**src/rtl/lcd_pkg.sv**
```systemverilog
`default_nettype none
// ============================================================================
// Module      : lcd_pkg
// Description : Shared types for the LCD text buffer: key event kinds, the
//               controller state encoding and the blank character code.
// Revision    : 1.0 - initial release
// ============================================================================
package lcd_pkg;

  // Key event kinds carried on key_cmd
  typedef enum logic [1:0] {
    CMD_CHAR      = 2'd0,
    CMD_BACKSPACE = 2'd1,
    CMD_ENTER     = 2'd2,
    CMD_CLEAR     = 2'd3
  } key_cmd_e;

  // Controller states; key events are only taken in ST_IDLE
  typedef enum logic [1:0] {
    ST_IDLE     = 2'd0,
    ST_CLR_ALL  = 2'd1,
    ST_CLR_LINE = 2'd2
  } state_e;

  // Character written into every blanked cell
  localparam logic [7:0] SPACE_CHAR = 8'h20;

endpackage
`default_nettype wire

```
**src/rtl/lcd_text_buffer_char_ram.sv**
```systemverilog
`default_nettype none
// ============================================================================
// Module      : char_ram
// Description : Character store, one write port and one registered read
//               port. A same-cycle read and write of one cell returns the
//               value held before the write.
// Revision    : 1.0 - initial release
// ============================================================================
module char_ram #(
  parameter int DEPTH = 32,
  parameter int WIDTH = 8,
  parameter int AW    = 5
) (
  input  logic             clk,
  input  logic             rst,
  input  logic             we,
  input  logic [AW-1:0]    waddr,
  input  logic [WIDTH-1:0] wdata,
  input  logic [AW-1:0]    raddr,
  output logic [WIDTH-1:0] rdata
);

  logic [WIDTH-1:0] mem_q [DEPTH];
  logic [WIDTH-1:0] rdata_d;
  logic [WIDTH-1:0] rdata_q;

  // Array lookup feeding the read register
  always_comb begin
    rdata_d = mem_q[raddr];
  end

  // Storage array: contents are not reset, the controller blanks them
  always_ff @(posedge clk) begin
    if (we) begin
      mem_q[waddr] <= wdata;
    end
  end

  // Registered read data, zero while reset is asserted
  always_ff @(posedge clk) begin
    if (!rst) begin
      rdata_q <= '0;
    end else begin
      rdata_q <= rdata_d;
    end
  end

  assign rdata = rdata_q;

endmodule
`default_nettype wire

```
**src/rtl/lcd_text_buffer.sv**
```systemverilog
`default_nettype none
// ============================================================================
// Module      : lcd_text_buffer
// Description : Text buffer for a character LCD. Accepts key events, keeps
//               a cursor, scrolls by rotating the physical row at the top of
//               the screen and blanks cells one per cycle when clearing.
// Revision    : 1.0 - initial release
// ============================================================================
module lcd_text_buffer
  import lcd_pkg::*;
#(
  parameter int LINES  = 2,
  parameter int COLS   = 16,
  parameter int CHAR_W = 8
) (
  input  logic                       clk,
  input  logic                       rst,
  input  logic                       key_valid,
  input  logic [1:0]                 key_cmd,
  input  logic [CHAR_W-1:0]          key_char,
  output logic                       key_ready,
  input  logic [$clog2(LINES)-1:0]   rd_line,
  input  logic [$clog2(COLS)-1:0]    rd_col,
  output logic [CHAR_W-1:0]          rd_data,
  output logic [$clog2(LINES)-1:0]   cur_line,
  output logic [$clog2(COLS)-1:0]    cur_col,
  output logic                       update
);

  localparam int LW = $clog2(LINES);
  localparam int CW = $clog2(COLS);
  localparam int AW = $clog2(LINES * COLS);
  localparam logic [LW:0]       LINES_EXT  = (LW + 1)'(LINES);
  localparam logic [LW-1:0]     LAST_LINE  = LW'(LINES - 1);
  localparam logic [CW-1:0]     LAST_COL   = CW'(COLS - 1);
  localparam logic [AW-1:0]     LAST_CELL  = AW'(LINES * COLS - 1);
  localparam logic [AW-1:0]     LAST_LCNT  = AW'(COLS - 1);
  localparam logic [CHAR_W-1:0] BLANK      = CHAR_W'(SPACE_CHAR);

  // Logical line to physical row, modulo LINES
  function automatic logic [LW-1:0] phys_row(input logic [LW-1:0] t,
                                             input logic [LW-1:0] l);
    logic [LW:0] s;
    s = {1'b0, t} + {1'b0, l};
    if (s >= LINES_EXT) begin
      s = s - LINES_EXT;
    end
    return s[LW-1:0];
  endfunction

  // Physical row/column to flat cell index
  function automatic logic [AW-1:0] cell_addr(input logic [LW-1:0] row,
                                              input logic [CW-1:0] col);
    return AW'(32'(row) * COLS + 32'(col));
  endfunction

  state_e          state_q, state_d;
  logic [LW-1:0]   top_q, top_d;
  logic [LW-1:0]   cur_line_q, cur_line_d;
  logic [CW-1:0]   cur_col_q, cur_col_d;
  logic [AW-1:0]   clr_cnt_q, clr_cnt_d;
  logic            update_q, update_d;

  logic            wr_en;
  logic [AW-1:0]   wr_addr;
  logic [CHAR_W-1:0] wr_data;
  logic [AW-1:0]   rd_addr;
  logic [LW-1:0]   top_next;

  assign top_next = (top_q == LAST_LINE) ? '0 : top_q + LW'(1);
  assign rd_addr  = cell_addr(phys_row(top_q, rd_line), rd_col);

  // Key handling, scrolling and clear sequencing
  always_comb begin
    state_d    = state_q;
    top_d      = top_q;
    cur_line_d = cur_line_q;
    cur_col_d  = cur_col_q;
    clr_cnt_d  = clr_cnt_q;
    update_d   = 1'b0;
    wr_en      = 1'b0;
    wr_addr    = cell_addr(phys_row(top_q, cur_line_q), cur_col_q);
    wr_data    = key_char;

    case (state_q)
      ST_IDLE: begin
        if (key_valid) begin
          case (key_cmd_e'(key_cmd))
            CMD_CHAR: begin
              wr_en = 1'b1;
              if (cur_col_q == LAST_COL) begin
                cur_col_d = '0;
                if (cur_line_q == LAST_LINE) begin
                  // Wrapping off the bottom: scroll, blank the new last line
                  top_d     = top_next;
                  clr_cnt_d = '0;
                  state_d   = ST_CLR_LINE;
                end else begin
                  cur_line_d = cur_line_q + LW'(1);
                  update_d   = 1'b1;
                end
              end else begin
                cur_col_d = cur_col_q + CW'(1);
                update_d  = 1'b1;
              end
            end
            CMD_BACKSPACE: begin
              // Home position has nothing to erase
              if (cur_line_q != '0 || cur_col_q != '0) begin
                wr_en    = 1'b1;
                wr_data  = BLANK;
                update_d = 1'b1;
                if (cur_col_q == '0) begin
                  cur_line_d = cur_line_q - LW'(1);
                  cur_col_d  = LAST_COL;
                  wr_addr    = cell_addr(phys_row(top_q, cur_line_q - LW'(1)), LAST_COL);
                end else begin
                  cur_col_d  = cur_col_q - CW'(1);
                  wr_addr    = cell_addr(phys_row(top_q, cur_line_q), cur_col_q - CW'(1));
                end
              end
            end
            CMD_ENTER: begin
              cur_col_d = '0;
              if (cur_line_q == LAST_LINE) begin
                top_d     = top_next;
                clr_cnt_d = '0;
                state_d   = ST_CLR_LINE;
              end else begin
                cur_line_d = cur_line_q + LW'(1);
                update_d   = 1'b1;
              end
            end
            CMD_CLEAR: begin
              cur_line_d = '0;
              cur_col_d  = '0;
              top_d      = '0;
              clr_cnt_d  = '0;
              state_d    = ST_CLR_ALL;
            end
          endcase
        end
      end
      ST_CLR_LINE: begin
        // The old top row has become the bottom logical line
        wr_en   = 1'b1;
        wr_data = BLANK;
        wr_addr = cell_addr(phys_row(top_q, LAST_LINE), clr_cnt_q[CW-1:0]);
        if (clr_cnt_q == LAST_LCNT) begin
          state_d  = ST_IDLE;
          update_d = 1'b1;
        end else begin
          clr_cnt_d = clr_cnt_q + AW'(1);
        end
      end
      ST_CLR_ALL: begin
        wr_en   = 1'b1;
        wr_data = BLANK;
        wr_addr = clr_cnt_q;
        if (clr_cnt_q == LAST_CELL) begin
          state_d  = ST_IDLE;
          update_d = 1'b1;
        end else begin
          clr_cnt_d = clr_cnt_q + AW'(1);
        end
      end
      default: begin
        state_d = ST_CLR_ALL;
      end
    endcase
  end

  // Controller registers; reset parks in a full clear from cell 0
  always_ff @(posedge clk) begin
    if (!rst) begin
      state_q    <= ST_CLR_ALL;
      top_q      <= '0;
      cur_line_q <= '0;
      cur_col_q  <= '0;
      clr_cnt_q  <= '0;
      update_q   <= 1'b0;
    end else begin
      state_q    <= state_d;
      top_q      <= top_d;
      cur_line_q <= cur_line_d;
      cur_col_q  <= cur_col_d;
      clr_cnt_q  <= clr_cnt_d;
      update_q   <= update_d;
    end
  end

  char_ram #(
    .DEPTH (LINES * COLS),
    .WIDTH (CHAR_W),
    .AW    (AW)
  ) u_char_ram (
    .clk   (clk),
    .rst   (rst),
    .we    (wr_en & rst),
    .waddr (wr_addr),
    .wdata (wr_data),
    .raddr (rd_addr),
    .rdata (rd_data)
  );

  assign key_ready = (state_q == ST_IDLE);
  assign cur_line  = cur_line_q;
  assign cur_col   = cur_col_q;
  assign update    = update_q;

endmodule
`default_nettype wire

```
**config.mk**
```make
export PLATFORM = sky130hd
export DESIGN_NAME = lcd_text_buffer
export DESIGN_NICKNAME = d
export VERILOG_FILES = /design/src/rtl/lcd_pkg.sv /design/src/rtl/lcd_text_buffer_char_ram.sv /design/src/rtl/lcd_text_buffer.sv
export SDC_FILE = /design/constraint.sdc
export NUM_CORES = 1
export LEC_CHECK = 0
export ABC_AREA = 1
export CORE_ASPECT_RATIO = 1.2
export CORE_MARGIN = 4
export CORE_UTILIZATION = 45
export CTS_CLUSTER_SIZE = 10
export DETAILED_ROUTE_END_ITERATION = 7
export PLACE_DENSITY_LB_ADDON = 0.15
export SYNTH_ARGS = -nofsm -noshare
export SYNTH_HDL_FRONTEND = slang
export SYNTH_SLANG_ARGS = --single-unit
```
**constraint.sdc**
```tcl
create_clock -name clk -period 5.5 [get_ports clk]
set_input_delay 0.55 -clock clk [delete_from_list [all_inputs] [get_ports clk]]
set_output_delay 0.55 -clock clk [all_outputs]
set_load 0.01 [all_outputs]
```
==> summary.md <==
| Metric | Value |
|---|---|
| Drt drc | `0` |
| Fin Clk Skew | `19.85 ps` |
| Worst Path Buf+Inv | `4` |
| R2R depth | `10` |
| WL/cell | `20.81 um` |
| First-pass iteration count of the detailed router | `5` |
| Fin crit period | `3075 ps` |
| Clock buffer count from CTS | `34` |
| Critical Path End | `u_char_ram.mem_q[4][1]$_DFFE_PP_` |
| Mapped cell area | `0.01198 mm^2` |
| I/O Pins | `33` |
| Crit path cell chain | `clkdlybuf4s50_1, inv_1, ha_1, nand2_2, inv_2, nand2_2, o21ai_4, o21ai_2, inv_2, nand3_2, nor2_1` |
| Routed WL | `30.12 mm` |
| HPWL Detailed | `18.45 mm` |
| CP Max Fanout | `8` |
| Top delay family on crit path | `simple AND/OR/NAND/NOR gates` |
| F_max | `325.2 MHz` |
| Post-synthesis register bit count | `278` |
| # hold bufs at CTS | `0` |
| Status | `complete, no violations` |
| Tcrit/Tclk final | `55.91%` |
| Vias per std cell | `5.539` |
| Max_slew headroom | `30.20%` |
| Ratio of cells with drive above 1 in the final layout | `9.622%` |
| Global-route usage over all layers | `20.66%` |
| Number of port buffers | `32` |
| DR vias | `8015` |
| TritonCTS clock tree | `done` |
| First-pass GRT wire length | `46.43 mm` |
| Worst Slack Setup Final | `2425 ps` |
| YS warnings | `0` |
| # Post-CTS Setup Buffers | `0` |
| Final Power | `5981 uW` |
| Synthesis-to-finish area growth | `13.02%` |
| Post-Synthesis Cells | `1063` |
| # Max-Cap Violations | `0` |
| Final Setup Violations | `0` |
| Library cells used by synthesis | `42` |
| Power Dens Cells | `441.6 mW/mm^2` |
| Syn Area/Cell | `11.27 um^2` |
| Final std cells w/o fill | `1447` |
| FF-to-FF setup slack | `2430 ps` |
| Initial antenna violation count | `0` |
| Worst EP arrival | `3200 ps` |
| Placeable core area | `0.02627 mm^2` |
| Post-DRT Antenna Nets | `0` |
| CP required | `5620 ps` |
| RD Place Congestion | `0.8754` |
| CP Depth | `11` |
| Num Clock Sinks | `278` |
| CTS Buffer Depth | `3` |
| Setup crit end kind | `flip-flop` |
| H-tree Lvls | `2` |
| Fin nets | `1123` |
| Final Hold Viols | `0` |
| Startpoint Class | `input port` |
| Placement Setup Slack | `1907 ps` |
| Initial Util | `45.62%` |
| Skew-Pair Late Insertion Delay | `510 ps` |
| Reg2Reg Launch Point | `state_q[0]$_SDFFE_PN1P_` |
| Largest net degree at the start of global routing | `73` |
| Static leakage | `0.004831 uW` |
| Worst Setup SP | `key_cmd[1]` |
| # diodes | `0` |
| Grt total ovfl | `0` |
| Worst setup path class | `input port to flip-flop` |
| CP max stage cell | `nor2_1` |
| Area of the die | `0.02931 mm^2` |
| Seq/Total Area, Yosys | `67.83%` |
| Worst-Margin Slew | `1047 ps` |
| RSZ-0062 raised after global routing | `false` |
| Worst R2R End | `u_char_ram.mem_q[6][1]$_DFFE_PP_` |
| Die width | `157.0 um` |
| CTS clk-pin slew, worst paths | `50 ps` |
| CTS root buffer | `clkbuf_16` |
| Syn_nets | `1094` |
| Max Transition Viols Final | `0` |
| Crit path largest cell delay | `660 ps` |
| Num rows | `65` |
| # resized after CTS | `0` |
| Die span in y | `186.8 um` |
| Total Negative Setup Slacks | `0 ps` |
| Placed cell count | `1391` |
| Worst hold path class | `flip-flop to flip-flop` |
| Worst VDD drop | `0.0003084 V` |
| DR iter-0 viols | `791` |
| Vias in the first global route | `8007` |
==> cell families (layout without fill, tap and decap cells) <==
kind of cell             after synthesis  in the layout  synth area share, %
XOR/XNOR                               6              6               0.4385
AO/OA/AOI/OAI                        172            172                8.834
buffers and inverters                105            154                3.915
flip-flops                           278            278                67.83
AND/OR/NAND/NOR                      489            489                17.63
adder cells (fa/ha/maj)               13             13                1.357
==> cell usage after synthesis, drive strengths merged <==
cell / n / share of area (%)
a31oi: 2 / 0.10
nor3: 6 / 0.34
a21oi: 30 / 1.5
o211ai: 16 / 1.0
o21ai: 92 / 4.1
clkinv: 1 / 0.031
o31ai: 8 / 0.50
nor2: 169 / 5.4
a221oi: 1 / 0.073
buf: 39 / 1.8
nand2: 198 / 6.3
nand4: 3 / 0.16
o22ai: 1 / 0.052
xor2: 5 / 0.37
dfxtp: 22 / 3.7
or2: 2 / 0.10
inv: 47 / 1.5
nand3: 111 / 5.2
xnor2: 1 / 0.073
edfxtp: 256 / 64
o221ai: 16 / 1.2
ha: 13 / 1.4
a22o: 1 / 0.073
o2111ai: 1 / 0.073
clkbuf: 18 / 0.56
a211oi: 3 / 0.19
a22oi: 1 / 0.063
==> worst register-to-register path: cells and delay by family, from the launching register on <==
family | cells | cell delay (ps)
adder cells (fa/ha/maj) | 1 | 460
buffers and inverters | 2 | 240
AO/OA/AOI/OAI | 1 | 110
AND/OR/NAND/NOR | 6 | 1540
flip-flops | 1 | 330
==> registers in the layout, indices dropped and copies added (netlist names) <==
| name | count |
|---|---|
| state_q | 2 |
| cur_col | 4 |
| top_q | 1 |
| u_char_ram.rdata | 8 |
| u_char_ram.mem_q | 256 |
| cur_line | 1 |
| update | 1 |
| clr_cnt_q | 5 |
==> through the flow <==
| step | hold slack (ps) | util, % | cell area [um^2] |
|---|---|---|---|
| finish | 536.1 | 51.56 | 13540 |
| global route | 565.7 | 51.56 | 13540 |
| CTS | 536.9 | 51.56 | 13540 |
| detailed placement | 526.8 | 47.89 | 12580 |
| global placement | 518.8 | 47.89 | 12580 |
| floorplan | 482.6 | - | 11980 |
==> worst min path at each step <==
stage / end / slack [ps] / startpoint / depth (start not counted)
detailed placement: clr_cnt_q[0]$_SDFFE_PN0P_ / 530 / clr_cnt_q[0]$_SDFFE_PN0P_ / 2
CTS: clr_cnt_q[0]$_SDFFE_PN0P_ / 540 / clr_cnt_q[0]$_SDFFE_PN0P_ / 2
global route: clr_cnt_q[0]$_SDFFE_PN0P_ / 570 / clr_cnt_q[0]$_SDFFE_PN0P_ / 2
global placement: clr_cnt_q[0]$_SDFFE_PN0P_ / 520 / clr_cnt_q[0]$_SDFFE_PN0P_ / 2
finish: clr_cnt_q[0]$_SDFFE_PN0P_ / 540 / clr_cnt_q[0]$_SDFFE_PN0P_ / 2
floorplan: clr_cnt_q[0]$_SDFFE_PN0P_ / 480 / clr_cnt_q[0]$_SDFFE_PN0P_ / 2
==> cells in the final DEF (no fill, tap or decap), types with 13 or more instances in the layout <==
| cell | netlist | layout |
|---|---|---|
| a21oi_1 | 27 | 27 |
| buf_4 | 6 | 19 |
| clkbuf_1 | 18 | 17 |
| clkbuf_16 | 0 | 35 |
| clkdlybuf4s50_1 | 0 | 30 |
| dfxtp_1 | 22 | 22 |
| edfxtp_1 | 256 | 256 |
| ha_1 | 13 | 13 |
| inv_1 | 37 | 37 |
| nand2_1 | 191 | 191 |
| nand3_1 | 98 | 98 |
| nor2_1 | 168 | 161 |
| o211ai_1 | 16 | 16 |
| o21ai_0 | 86 | 86 |
| o221ai_1 | 16 | 16 |
==> layer usage <==
layer  vias up  wire [um]  track usage (%)
li1       3815          -                -
met1      3863      12410            27.79
met2       268      15070            34.67
met3        69       1741            2.876
met4         0        894            6.644
met5         -          0                0
==> power breakdown <==
| part | internal (uW) | switching [uW] | total [uW] |
|---|---|---|---|
| clock network | 1170 | 799 | 1970 |
| registers | 2710 | 50.5 | 2760 |
| logic | 290 | 964 | 1250 |
==> cell type report <==
class                      count  area, um^2
sequential                   278        8128
multi-input combinational    680        3405
fill                        2357       12730
clock inverter                 4       22.52
clock buffer                  52       939.7
timing repair buffer          50       447.9
tap                          335       419.2
inverter                      48       181.4
No activity file was read; power rests on OpenSTA's default activity.
